$ cat config.mk
export PLATFORM = sky130hd
export DESIGN_NAME = bounce_box_pattern
export DESIGN_NICKNAME = d
export VERILOG_FILES = /design/src/rtl/bounce_box_pattern.sv
export SDC_FILE = /design/constraint.sdc
export NUM_CORES = 1
export LEC_CHECK = 0
export CAP_MARGIN = 20
export CORE_MARGIN = 5
export CORE_UTILIZATION = 40
export CTS_BUF_LIST = sky130_fd_sc_hd__clkbuf_16
export DETAILED_ROUTE_END_ITERATION = 10
export DONT_BUFFER_PORTS = 1
export PLACE_DENSITY = 0.53
export SETUP_SLACK_MARGIN = 0.4
export SLEW_MARGIN = 30
export SYNTH_ARGS = -nofsm -noshare
export SYNTH_HDL_FRONTEND = slang
export SYNTH_SLANG_ARGS = --single-unit
$ cat constraint.sdc
create_clock -name pxClk -period 6.1 [get_ports pxClk]
set_input_delay 0.915 -clock pxClk [delete_from_list [all_inputs] [get_ports pxClk]]
set_output_delay 0.915 -clock pxClk [all_outputs]
set_load 0.01 [all_outputs]
$ cat src/rtl/bounce_box_pattern.sv
// bounce_box_pattern: bouncing box pattern source feeding the colour LUT index
module bounce_box_pattern #(
  parameter int         H_ACTIVE = 1280,
  parameter int         V_ACTIVE = 720,
  parameter int         BOX_W    = 64,
  parameter int         BOX_H    = 64,
  parameter int         STEP_X   = 2,
  parameter int         STEP_Y   = 2,
  parameter logic [2:0] BG_IDX   = 3'd7
) (
  input  logic        pxClk,
  input  logic        I_rst_n,
  input  logic [11:0] I_hor_cnt,
  input  logic [11:0] I_ver_cnt,
  input  logic        I_enable,
  output logic [2:0]  O_color_idx,
  output logic        O_frame_tick,
  output logic [15:0] O_bounce_cnt
);
  localparam logic [12:0] HA   = 13'(H_ACTIVE);
  localparam logic [12:0] VA   = 13'(V_ACTIVE);
  localparam logic [12:0] BW   = 13'(BOX_W);
  localparam logic [12:0] BH   = 13'(BOX_H);
  localparam logic [12:0] SX   = 13'(STEP_X);
  localparam logic [12:0] SY   = 13'(STEP_Y);
  localparam logic [12:0] XMAX = 13'(H_ACTIVE - BOX_W);
  localparam logic [12:0] YMAX = 13'(V_ACTIVE - BOX_H);

  logic        r_match_d;
  logic [12:0] r_box_x, r_box_y;
  logic        r_neg_x, r_neg_y;
  logic [2:0]  r_box_idx;
  logic        w_match, w_hit_x, w_hit_y, w_in_box;
  logic [12:0] w_nx, w_ny, w_hor, w_ver;
  logic [2:0]  w_idx_inc, w_nidx;

  assign w_match = (I_ver_cnt == 12'(V_ACTIVE)) && (I_hor_cnt == 12'd0);

  // Next box position/direction/colour and the current pixel's box membership
  always_comb begin
    w_hit_x   = r_neg_x ? (r_box_x <= SX) : (r_box_x + SX >= XMAX);
    w_hit_y   = r_neg_y ? (r_box_y <= SY) : (r_box_y + SY >= YMAX);
    w_nx      = w_hit_x ? (r_neg_x ? 13'd0 : XMAX) : (r_neg_x ? r_box_x - SX : r_box_x + SX);
    w_ny      = w_hit_y ? (r_neg_y ? 13'd0 : YMAX) : (r_neg_y ? r_box_y - SY : r_box_y + SY);
    w_idx_inc = r_box_idx + 3'd1;
    w_nidx    = (w_idx_inc == BG_IDX) ? w_idx_inc + 3'd1 : w_idx_inc;
    w_hor     = {1'b0, I_hor_cnt};
    w_ver     = {1'b0, I_ver_cnt};
    w_in_box  = (w_hor < HA) && (w_ver < VA) && (w_hor >= r_box_x) && (w_hor < r_box_x + BW) &&
                (w_ver >= r_box_y) && (w_ver < r_box_y + BH);
  end

  // Single-cycle frame tick on the rising edge of the frame-start match
  always_ff @(posedge pxClk or negedge I_rst_n) begin
    if (!I_rst_n) begin
      r_match_d    <= 1'b0;
      O_frame_tick <= 1'b0;
    end else begin
      r_match_d    <= w_match;
      O_frame_tick <= w_match && !r_match_d;
    end
  end

  // Box motion, bounce colour advance and bounce counting once per frame
  always_ff @(posedge pxClk or negedge I_rst_n) begin
    if (!I_rst_n) begin
      r_box_x      <= 13'd0;
      r_box_y      <= 13'd0;
      r_neg_x      <= 1'b0;
      r_neg_y      <= 1'b0;
      r_box_idx    <= 3'd0;
      O_bounce_cnt <= 16'd0;
    end else if (O_frame_tick && I_enable) begin
      r_box_x <= w_nx;
      r_box_y <= w_ny;
      r_neg_x <= r_neg_x ^ w_hit_x;
      r_neg_y <= r_neg_y ^ w_hit_y;
      if (w_hit_x || w_hit_y) begin
        r_box_idx    <= w_nidx;
        O_bounce_cnt <= O_bounce_cnt + 16'd1;
      end
    end
  end

  // Registered pixel colour index
  always_ff @(posedge pxClk or negedge I_rst_n) begin
    if (!I_rst_n) O_color_idx <= BG_IDX;
    else          O_color_idx <= w_in_box ? r_box_idx : BG_IDX;
  end
endmodule
# Yosys cells after proc, flatten, opt, wreduce, memory -nomap -nowiden
# Cells that the tools add are included.
# W data, S select, Z words.
# word_totals
reg_bits	52
inputBits	27
output_inout_bits	20
elab_cells	54
# op_classes
n_addsub	9
magnitude_cmp	10
n_eq_ne	2
n_mux	10
bitwise_logic	2
reduce_logical	12
# ops
op	count
$mux W13	4
$add A13 B2 Y13 const B	2
$add A13 B7 Y13 const B	2
$ge A12 B13 Y1	2
$le A13 B2 Y1 const B	2
$lt A12 B13 Y1	2
$sub A13 B2 Y13 const B	2
$add A16 B1 Y16 const B	1
$ge A13 B10 Y1 const B	1
$ge A13 B11 Y1 const B	1
$eq A12 B10 Y1 const B	1
$logic_not A12 Y1	1
$lt A12 B10 Y1 const B	1
$lt A12 B11 Y1 const B	1
$mux W11	1
$mux W10	1
$logic_and A1 B1 Y1	8
$add A3 B1 Y3 const B	2
$mux W3	2
$eq A3 B3 Y1 const B	1
$mux W1	2
$reduce_and A2 Y1	1
$xor A1 B1 Y1	2
$logic_not A1 Y1	1
$logic_or A1 B1 Y1	1

# Logic depth before layout (Yosys ltp)
# depth
word_depth	7
ltp_mapped	12
depth_no_buf	11

# Least setup slack after synthesis
# No wires, ideal clock.
# synth_timing
path_kind	input to register
from	in I_hor_cnt[1]
to	reg O_color_idx[1]
arrival_time_ps	2580
required_ps	6008
setup_slack_ps	3428
stages	8
path_cell_list	ha_1 > o21a_1 > o21ai_0 > a21oi_1 > a2111oi_0 > o21ai_0 > a22o_1 > or3b_2
# synth_via
elab_chain_len	7
elab_cells_between_ends	9
cone_classes	order compare (3); mux (1); reduce/logical (5)
# synth_lines
element	line	text
start: declaration	13	input logic [11:0] I_hor_cnt,
$lt A12 B11 Y1	49	w_in_box = (w_hor < HA) && (w_ver < VA) && (w_hor >= r_box_x) && (w_hor < r_box_x + BW) &&
$logic_and A1 B1 Y1 (2 in series)	49	
$logic_and A1 B1 Y1 (*) (2 in series)	49	
$logic_and A1 B1 Y1 (*)	50	(w_ver >= r_box_y) && (w_ver < r_box_y + BH);
$mux W3 (*)	88	else O_color_idx <= w_in_box ? r_box_idx : BG_IDX;
end signal: assignment	88	
end: declaration	16	output logic [2:0] O_color_idx,
# Mark *: on every way between the ends. The rest lies on a longest branch, timed or not.
# A chain may end at the register's enable or synchronous reset.

# Final worst setup path
# layout_timing
from	reg r_box_x[6]
to	reg r_box_idx[1]
# layout_via
elab_chain_len	5
elab_cells_between_ends	6
cone_classes	add/sub (1); order compare (2); mux (1); reduce/logical (2)
# layout_lines
element	line	text
start: declaration	30	logic [12:0] r_box_x, r_box_y;
start signal: assignment	74	r_box_x <= w_nx;
$add A13 B2 Y13	41	w_hit_x = r_neg_x ? (r_box_x <= SX) : (r_box_x + SX >= XMAX);
$ge A13 B11 Y1	41	
$mux W1 (*)	41	
$logic_or A1 B1 Y1 (*)	78	if (w_hit_x || w_hit_y) begin
$reduce_and A2 Y1 (no line) (*)	-	
end signal: assignment	79	r_box_idx <= w_nidx;
end: declaration	32	logic [2:0] r_box_idx;
# Marks and branches as above.

==> impl_metrics.ini <==
[synthesis]
ys_top_cells_by_area = dfrtp_1 (27%), ha_1 (14%), xnor2_1 (6.1%)
ys_seq_area_share_pct = 28.9
syn_avg_cell_area_um2 = 8.57
syn-instance-count = 506
synth_seq_cells = 50
syn-num-nets = 580
synth_cell_type_count = 67
synth.top_cell.area_share_pct = 27.1
syn-cell-area_um2 = 4340
synth-edff-count = 0
synthFlopType = dfrtp_1
ys_warn_count = 0
synth_area_leader_cell = dfrtp_1
synth-async-reset-ratio_pct = 100

[timing]
drv_slew = 0
period_share_pct = 52.5
fin_setup_tns_ns = 0
relSlewSlack_pct = 38.9
max_freq_ghz = 0.312
setup_viol = 0
rsz0062_at_grt = false
setup_ws_ns = 2.90
fin_skew_ns = 0.00989
holdWs_ns = 0.304
fin_crit_ns = 3.20
worst_slew_pin_slew_ns = 0.916
hold_violations = 0

[final_layout]
n_fill_cell = 1104
antenna_cells = 0
nets = 564
syn_to_final_growth_pct = 4.88
layout.cells.non_filler = 631
post-route-util_pct = 42.3
drive_gt1_share_pct = 5.70

[route]
routedWlPerCell_um = 18.0
first_pass_iters = 6
vias = 3682
routed_wl_um = 11400
drc = 0
drtAntennaViolNets = 0
drt_iter0_markers = 177
avgViaCountPerCell = 5.84

[clocking]
cts_sinks = 50
htree_levels = 2
postCtsSetupBuffers = 0
cts-buffers-inserted = 5
post_cts_resized = 0
root_buffer = clkbuf_16
cts-hold-fix-buffers = 0
clk_path_buf_depth = 2
clkTransAtPathRegs_ns = 0.08
cts_tree = yes
clock_latency_ns = 0.29

[floorplan]
start_util_pct = 40.3
core_um2 = 10700
ios = 47
die_w_um = 114
dieHeight_um = 114
dieArea_um2 = 13000
rows = 38

[global_route]
grtUsageTotal_pct = 17.7
antenna_found_initial = 0
overflow = 0
grt_pass1_wl_um = 18800
grt_pass1_vias = 3628
grt_max_degree = 51

[worst_setup_path]
critPathMaxFanout = 21
crit_required_ns = 6.27
r2r_cells = 8
worstSetupPathType = reg -> reg
critPathArrivalTime_ns = 3.38
critPathLaunchType = flop
cp-end-kind = flop

[power]
p_seq_share_pct = 50.7
peakVddDrop_v = 0.000118
p_per_area_nw_per_um2 = 144
p_sw_mw = 0.153
sw_frac_of_total_pct = 23.5
power_frac_comb_pct = 3.8
p_int_mw = 0.500
p_leak_nw = 1.79
pwr-share-clk_pct = 45.5

[min_path]
hp-class = in -> async

[place]
gp_congestion = 0.832
placed_cells_incl_taps = 623
pre_cts_ws_ns = 2.93
dpl.hpwl_um = 8690
port_buffers = 0

[status]
status = complete, no violations

[job]
maxCapViolCount = 0
==> worst max-delay path, stage by stage (launching register included) <==
cell	delay (ns)
dfrtp_1	0.56
ha_1	0.30
nand3_1	0.21
nor4_1	0.42
mux2i_1	0.31
nor3b_4	0.42
nand2_4	0.22
o21ai_2	0.28
mux2_2	0.36
==> layout make-up <==
class | count | area (um2) | share of cell area (%)
inverters | 29 | 109 | 2.39
multi-input cells | 404 | 2850 | 62.8
clock inverters | 3 | 28.8 | 0.633
clock buffers | 5 | 125 | 2.75
flip-flops and latches | 50 | 1250 | 27.6
well taps | 140 | 175 | 3.85
==> synthesized netlist by cell type, drive strengths merged (6+ instances only) <==
library cell and instances:
and4 6, nand2 37, buf 12, xnor2 30, inv 29, a22o 6
nand3 17, nor2 29, clkbuf 11, or3 13, nand2b 6, nor2b 9
o211ai 12, and3 10, ha 47, a31oi 17, o21ai 48, nor3 22
a21oi 20, dfrtp 47
==> cell families (layout without fill, tap and decap cells) <==
group | after synthesis | in the layout | synth area share [%]
AOI/OAI and AO/OA | 146 | 146 | 21.9
xor gates and xnor gates | 34 | 34 | 6.87
adders and majority gates | 47 | 47 | 13.6
buffers and inverters | 52 | 37 | 5.22
DFF | 50 | 50 | 28.9
muxes | 5 | 5 | 1.24
and+or+nand+nor | 172 | 172 | 22.3
==> state kept, by name, summed over array words and instances (netlist names) <==
| name | flops |
|---|---|
| r_neg_x | 1 |
| r_neg_y | 1 |
| O_frame_tick | 1 |
| r_box_x | 12 |
| O_bounce_cnt | 16 |
| r_box_y | 12 |
| r_box_idx | 3 |
| O_color_idx | 3 |
| r_match_d | 1 |
==> cells in the final DEF (no fill, tap or decap), drive strengths merged, types with 4 or more instances in the layout <==
cell type,instances
a211oi,4
nor3,22
ha,47
dfrtp,47
o21ai,48
inv,30
xnor2,30
or3,13
o2111ai,5
a22o,6
nor2b,9
xor2,4
nand2b,6
and4,6
nor2,29
nand3,17
and3,10
clkbuf,5
o2bb2ai,4
nor4,5
a31oi,17
nand2,37
nand4,4
o22ai,5
o211ai,12
a21oi,20
==> worst paths after layout <==
path / start / end / slack (ns)
setup / recovery: r_box_x[6] / r_box_idx[1] / 2.90
hold / removal: I_rst_n / r_box_x[6] / 0.30
setup reg to reg: r_box_x[6] / r_box_idx[1] / 2.90
hold reg to reg: r_match_d / O_frame_tick / 0.45
max in group asynchronous: I_rst_n / O_color_idx[2] / 5.59
min in group pxClk: r_match_d / O_frame_tick / 0.45
==> metrics by stage <==
stage,power [mW],area [um2]
after CTS,0.662,4550
final,0.654,4550
after floorplan,0.358,4340
after detailed placement,0.363,4390
after global routing,0.678,4550
after global placement,0.362,4390
==> power by group through the flow <==
stage / registers, mW / logic [mW] / clock network [mW]
floorplan: 0.338 / 0.0198 / 0
global placement: 0.338 / 0.0243 / 0
detailed placement: 0.338 / 0.0252 / 0
CTS: 0.331 / 0.0255 / 0.305
global route: 0.331 / 0.0303 / 0.316
finish: 0.331 / 0.0251 / 0.297
==> metal layers <==
layer	GRT usage (%)	share of wire, %	vias up	wire [um]
met5	0	0	-	0
li1	-	-	1851	-
met2	31.5	51	70	5780
met1	23.6	45	1759	5140
met4	2.69	0.32	0	36
met3	2.01	3.7	2	415
Note: power is estimated with default switching activity, not from simulation.
